==> src/rtl/bus_rr_arbiter.sv <==
// Round-robin arbiter and response router for the shared system device bus.
// One outstanding transaction at a time, with a response timeout so a hung device cannot stall a host.
module bus_rr_arbiter #(
  parameter int unsigned NrHosts       = 3,
  parameter int unsigned DataWidth     = 32,
  parameter int unsigned AddressWidth  = 32,
  parameter int unsigned TimeoutCycles = 255
) (
  input  logic                      clk_i,
  input  logic                      rst_ni,
  input  logic                      host_req_i    [NrHosts],
  output logic                      host_gnt_o    [NrHosts],
  input  logic [AddressWidth-1:0]   host_addr_i   [NrHosts],
  input  logic                      host_we_i     [NrHosts],
  input  logic [DataWidth/8-1:0]    host_be_i     [NrHosts],
  input  logic [DataWidth-1:0]      host_wdata_i  [NrHosts],
  output logic                      host_rvalid_o [NrHosts],
  output logic [DataWidth-1:0]      host_rdata_o  [NrHosts],
  output logic                      host_err_o    [NrHosts],
  output logic                      dev_req_o,
  output logic [AddressWidth-1:0]   dev_addr_o,
  output logic                      dev_we_o,
  output logic [DataWidth/8-1:0]    dev_be_o,
  output logic [DataWidth-1:0]      dev_wdata_o,
  input  logic                      dev_rvalid_i,
  input  logic [DataWidth-1:0]      dev_rdata_i,
  input  logic                      dev_err_i
);

  localparam int unsigned PtrW = (NrHosts > 1) ? $clog2(NrHosts) : 1;
  localparam int unsigned CntW = $clog2(TimeoutCycles + 1);

  typedef enum logic {
    IDLE,
    WAIT_RSP
  } state_e;

  state_e          state_q;
  logic [PtrW-1:0] ptr_q;
  logic [PtrW-1:0] owner_q;
  logic [PtrW-1:0] owner_next;
  logic [CntW-1:0] cnt_q;
  logic [PtrW-1:0] winner;
  logic [PtrW:0]   scan;
  logic            win_vld;
  logic            timeout_hit;
  logic            rsp_fire;

  // Scan ptr, ptr+1, ... with a non-power-of-two wrap at NrHosts.
  always_comb begin
    win_vld = 1'b0;
    winner  = '0;
    scan    = '0;
    for (int k = 0; k < NrHosts; k++) begin
      scan = {1'b0, ptr_q} + (PtrW+1)'(k);
      if (scan >= (PtrW+1)'(NrHosts)) begin
        scan = scan - (PtrW+1)'(NrHosts);
      end
      if (!win_vld && host_req_i[scan[PtrW-1:0]]) begin
        win_vld = 1'b1;
        winner  = scan[PtrW-1:0];
      end
    end
  end

  assign timeout_hit = (cnt_q == CntW'(TimeoutCycles - 1));
  assign rsp_fire    = (state_q == WAIT_RSP) && (dev_rvalid_i || timeout_hit);
  assign owner_next  = (owner_q == PtrW'(NrHosts - 1)) ? '0 : owner_q + 1'b1;

  // Grant and response are combinational; rst_ni gating keeps every output low during reset.
  always_comb begin
    for (int h = 0; h < NrHosts; h++) begin
      host_gnt_o[h]    = 1'b0;
      host_rvalid_o[h] = 1'b0;
      host_err_o[h]    = 1'b0;
      host_rdata_o[h]  = '0;
    end
    dev_req_o   = 1'b0;
    dev_addr_o  = '0;
    dev_we_o    = 1'b0;
    dev_be_o    = '0;
    dev_wdata_o = '0;

    if (rst_ni && (state_q == IDLE) && win_vld) begin
      host_gnt_o[winner] = 1'b1;
      dev_req_o          = 1'b1;
      dev_addr_o         = host_addr_i[winner];
      dev_we_o           = host_we_i[winner];
      dev_be_o           = host_be_i[winner];
      dev_wdata_o        = host_wdata_i[winner];
    end

    if (rst_ni && rsp_fire) begin
      host_rvalid_o[owner_q] = 1'b1;
      if (dev_rvalid_i) begin
        host_rdata_o[owner_q] = dev_rdata_i;
        host_err_o[owner_q]   = dev_err_i;
      end else begin
        host_err_o[owner_q]   = 1'b1;
      end
    end
  end

  always_ff @(posedge clk_i or negedge rst_ni) begin
    if (!rst_ni) begin
      state_q <= IDLE;
      ptr_q   <= '0;
      owner_q <= '0;
      cnt_q   <= '0;
    end else begin
      case (state_q)
        IDLE: begin
          if (win_vld) begin
            owner_q <= winner;
            cnt_q   <= '0;
            state_q <= WAIT_RSP;
          end
        end
        WAIT_RSP: begin
          if (rsp_fire) begin
            ptr_q   <= owner_next;
            state_q <= IDLE;
          end else if (cnt_q != CntW'(TimeoutCycles)) begin
            cnt_q <= cnt_q + 1'b1;
          end
        end
        default: state_q <= IDLE;
      endcase
    end
  end

endmodule

==> config.mk <==
export PLATFORM = sky130hd
export DESIGN_NAME = bus_rr_arbiter
export DESIGN_NICKNAME = d
export VERILOG_FILES = /design/src/rtl/bus_rr_arbiter.sv
export SDC_FILE = /design/constraint.sdc
export NUM_CORES = 1
export LEC_CHECK = 0
export ABC_CLOCK_PERIOD_IN_PS = 5250
export CAP_MARGIN = 10
export CORE_AREA = 2 2 162 164
export DETAILED_ROUTE_END_ITERATION = 10
export DIE_AREA = 0 0 164 166
export PLACE_DENSITY = 0.48
export SETUP_SLACK_MARGIN = 0.4
export SLEW_MARGIN = 20
export SYNTH_ARGS = -nofsm -noshare
export SYNTH_HDL_FRONTEND = slang
export SYNTH_SLANG_ARGS = --single-unit
==> constraint.sdc <==
create_clock -name clk_i -period 5.25 [get_ports clk_i]
set_clock_uncertainty 0.1 [all_clocks]
set_input_delay 1.05 -clock clk_i [delete_from_list [all_inputs] [get_ports clk_i]]
set_output_delay 1.05 -clock clk_i [all_outputs]
set_load 0.02 [all_outputs]
==> tab_implementation.tex <==
\begin{tabular}{lr}
\hline
Metric & Value \\
\hline
\multicolumn{2}{l}{\textbf{Finish}} \\
Net total in the final layout & 1220 \\
Share of cells above drive strength 1 & 11.78\% \\
Area growth syn-to-layout & 126.2\% \\
Top library cells by usage in the layout, fill and taps aside & sky130\_fd\_sc\_hd\_\_clkdlybuf4s50\_1 (348), sky130\_fd\_sc\_hd\_\_nand2\_1 (111), sky130\_fd\_sc\_hd\_\_nor2\_1 (103) \\
Non-Filler Cell Area, Final & 7876 sq um \\
Finished Core Util & 30.75\% \\
Most common cell after layout, fill and taps aside & sky130\_fd\_sc\_hd\_\_clkdlybuf4s50\_1 \\
\multicolumn{2}{l}{\textbf{Critical path}} \\
Minimum setup slack among reg-to-reg paths & 2.30 ns \\
Critical Path Start Type & input port \\
WP data arrival & 3.58 ns \\
Kind of end point of the critical path & primary output \\
Data required time at the worst endpoint & 4.10 ns \\
Startpoint-to-endpoint class of the critical path & in2out \\
Largest fanout of any net on the critical path & 47 \\
\multicolumn{2}{l}{\textbf{CTS}} \\
CTS Hold Bufs & 0 \\
Clk Tree Root Cell & sky130\_fd\_sc\_hd\_\_clkbuf\_16 \\
Sink Count & 13 \\
Reg clk slew, reported paths & 0.05 ns \\
Insertion delay of the later-clocked pin in the worst-skew pair & 0.24 ns \\
Clock Tree Buf Depth & 2 \\
Number of buffers inserted during clock tree synthesis & 3 \\
Number of H-tree levels & 1 \\
Clock tree from TritonCTS & built \\
\multicolumn{2}{l}{\textbf{Placement}} \\
Placed inst area & 8020 sq um \\
Final estimated routing congestion in global placement & 0.8550 \\
Half-perimeter wire length of the detailed placement result & 16980 microns \\
Number of input and output port buffers inserted & 420 \\
\multicolumn{2}{l}{\textbf{STA}} \\
RSZ-0062 raised after global routing & yes \\
Slew Viols, Final & 0 \\
Slew of the pin with the lowest slew margin & 0.5689 ns \\
Total negative slack for setup checks & 0 ns \\
Ratio of final minimum period to clock period & 90.07\% \\
Max-Slew Margin vs Limit & 61.85\% \\
Highest Clock Rate & 211.5 MHz \\
Setup-violating endpoint count in the final report & 0 \\
Number of failing hold endpoints at the final stage & 0 \\
Min Clock Period, post-route & 4.729 ns \\
\multicolumn{2}{l}{\textbf{Run}} \\
Max-capacitance violation count & 0 \\
\multicolumn{2}{l}{\textbf{Yosys}} \\
Part of the Yosys area used for sequential elements & 9.342\% \\
Distinct cells, synth & 48 \\
Net count after synthesis & 830 \\
Post-synthesis cell count & 579 \\
Average cell area after synthesis & 6.014 sq um \\
Area of the mapped netlist & 3482 sq um \\
Flip-flop and latch count after synthesis & 13 \\
Total number of yosys warnings & 0 \\
\multicolumn{2}{l}{\textbf{Pwr}} \\
Peak supply drop & 0.0001778 V \\
Leakage Power & 3.206 nW \\
Power density over the cells & 282.5 nW/um\^{}2 \\
\multicolumn{2}{l}{\textbf{Floorplan}} \\
Site row count & 59 \\
Placeable core region & 25620 sq um \\
Die Width & 164 microns \\
Die extent in y & 166 microns \\
Starting Density & 13.59\% \\
I/O pin count & 421 \\
Overall die area & 27220 sq um \\
\multicolumn{2}{l}{\textbf{Global route}} \\
Initial antenna violation count & 2 \\
Met2 Resource Use GR & 26.89\% \\
Vias in the first global route & 5307 \\
Met3 routing resource usage after global routing & 2.622\% \\
Global-route wire length before repair & 31760 microns \\
Total GRT Usage & 14.78\% \\
Routing layer with the top usage in global route & met2 \\
Gr ovfl total & 0 \\
Met1 Usage GRT & 18.54\% \\
Maximum number of pins on one net before global-route repair & 61 \\
\multicolumn{2}{l}{\textbf{Detailed routing}} \\
Number of search-and-repair iterations in the first detailed-routing pass & 6 \\
Routed Antenna Nets & 0 \\
Total length of routed wires & 21850 microns \\
Count of routing violations after the opening detailed-route iteration & 338 \\
Routed via count divided by cell count & 4.283 \\
Via count & 5589 \\
Routed length per placed instance & 16.75 microns \\
Detailed-route DRC error count & 0 \\
\multicolumn{2}{l}{\textbf{Status}} \\
Result of the run & finished, final reports clean \\
\multicolumn{2}{l}{\textbf{Min path}} \\
Class of the tightest hold or removal check & reg2reg \\
\hline
\end{tabular}
[critical path, stage by stage]
cell and delay, ns:
sky130_fd_sc_hd__clkdlybuf4s50_1 0.47, sky130_fd_sc_hd__mux2_1 0.31, sky130_fd_sc_hd__a222oi_1 0.42, sky130_fd_sc_hd__a41o_1 0.31, sky130_fd_sc_hd__nand4_4 0.15, sky130_fd_sc_hd__buf_12 0.23, sky130_fd_sc_hd__o221ai_1 0.26, sky130_fd_sc_hd__dlygate4sd2_1 0.37
[area by class of cell]
type                    instances  area (sq um)
diodes                          2         5.005
clock buffers                   4         78.83
fillers                      2786         17740
inverters                      82         307.8
multi-input cells             423          2535
flip-flops and latches         13         325.3
well taps                     335         419.2
repair buffers                446          4205
[metal layers]
| layer | part of all wire, % | up-vias |
|---|---|---|
| met5 | 0 | - |
| met3 | 6.6 | 10 |
| li1 | - | 2824 |
| met2 | 52 | 210 |
| met4 | 0.91 | 0 |
| met1 | 41 | 2545 |
[state kept, by name (all words and copies together), names as in the netlist]
signal and count:
cnt_q 8, state_q 1, ptr_q 2, owner_q 2
[through the flow]
stage | std cells | setup slack [ns] | power, mW | hold WS (ns)
after detailed placement | 1296 | 0.1099 | 2.220 | 0.4188
final | 1305 | 0.5213 | 2.225 | 0.4289
after floorplan | 579 | 1.287 | 1.340 | 0.3738
after global placement | 1296 | 0.1175 | 2.239 | 0.4176
after global routing | 1305 | 0.3523 | 2.400 | 0.4790
after CTS | 1301 | 0.3244 | 2.254 | 0.4283
[worst paths after layout]
| kind | startpoint | end | depth (start not counted) |
|---|---|---|---|
| setup / recovery | host_req_i[2] | dev_wdata_o[28] | 8 |
| hold / removal | cnt_q[6]$_DFFE_PN0P_ | cnt_q[6]$_DFFE_PN0P_ | 1 |
| setup reg to reg | ptr_q[0]$_DFFE_PN0P_ | cnt_q[1]$_DFFE_PN0P_ | 9 |
| hold reg to reg | cnt_q[6]$_DFFE_PN0P_ | cnt_q[6]$_DFFE_PN0P_ | 1 |
| max in group asynchronous | rst_ni | cnt_q[7]$_DFFE_PN0P_ | 2 |
| min in group asynchronous | rst_ni | cnt_q[1]$_DFFE_PN0P_ | 2 |
[Yosys cell counts (all sizes together)]
library cell / number / area share [%]
ha: 5 / 1.8
a31o: 1 / 0.25
nand3b: 2 / 0.43
a41oi: 1 / 0.25
nand2: 111 / 12
nor4: 1 / 0.18
nor2b: 3 / 0.54
nand4: 71 / 13
inv: 82 / 8.8
o221a: 1 / 0.32
a31oi: 3 / 0.54
buf: 30 / 6.5
or4: 2 / 0.43
dfrtp: 13 / 9.3
or2: 1 / 0.18
nand4b: 2 / 0.50
mux2: 3 / 0.97
nand3: 8 / 1.5
or3: 2 / 0.36
o221ai: 69 / 21
clkbuf: 32 / 3.4
a222oi: 1 / 0.29
nand2b: 2 / 0.36
and2: 2 / 0.36
a21o: 1 / 0.22
a211oi: 2 / 0.57
a21oi: 6 / 0.86
o21ai: 8 / 1.3
nor3: 1 / 0.14
a22o: 1 / 0.25
mux2i: 2 / 0.57
and3: 2 / 0.36
nor2: 103 / 11
a41o: 2 / 0.57
o31ai: 3 / 0.79
[kinds of logic after synthesis]
family | Yosys count | share of synthesized area (%)
buf+inv | 144 | 18.76
mux | 5 | 1.545
compound gates | 99 | 26.95
fa+ha+maj | 5 | 1.797
simple gates | 313 | 41.61
flops | 13 | 9.342
[power by group]
group          switching, mW  internal, mW  total, mW
combinational           1.19         0.731       1.92
clock                 0.0422         0.102      0.145
sequential            0.0307         0.129      0.160
total                   1.26         0.963       2.22
[repair_timing]
action / in CTS / in global routing
setup buffers: 1 / 1
pin swaps: 0 / 2
resized for setup: 68 / 142
setup endpoints to repair: 71 / 59
cloned: 0 / 1
No activity file was read; power rests on OpenSTA's default activity.
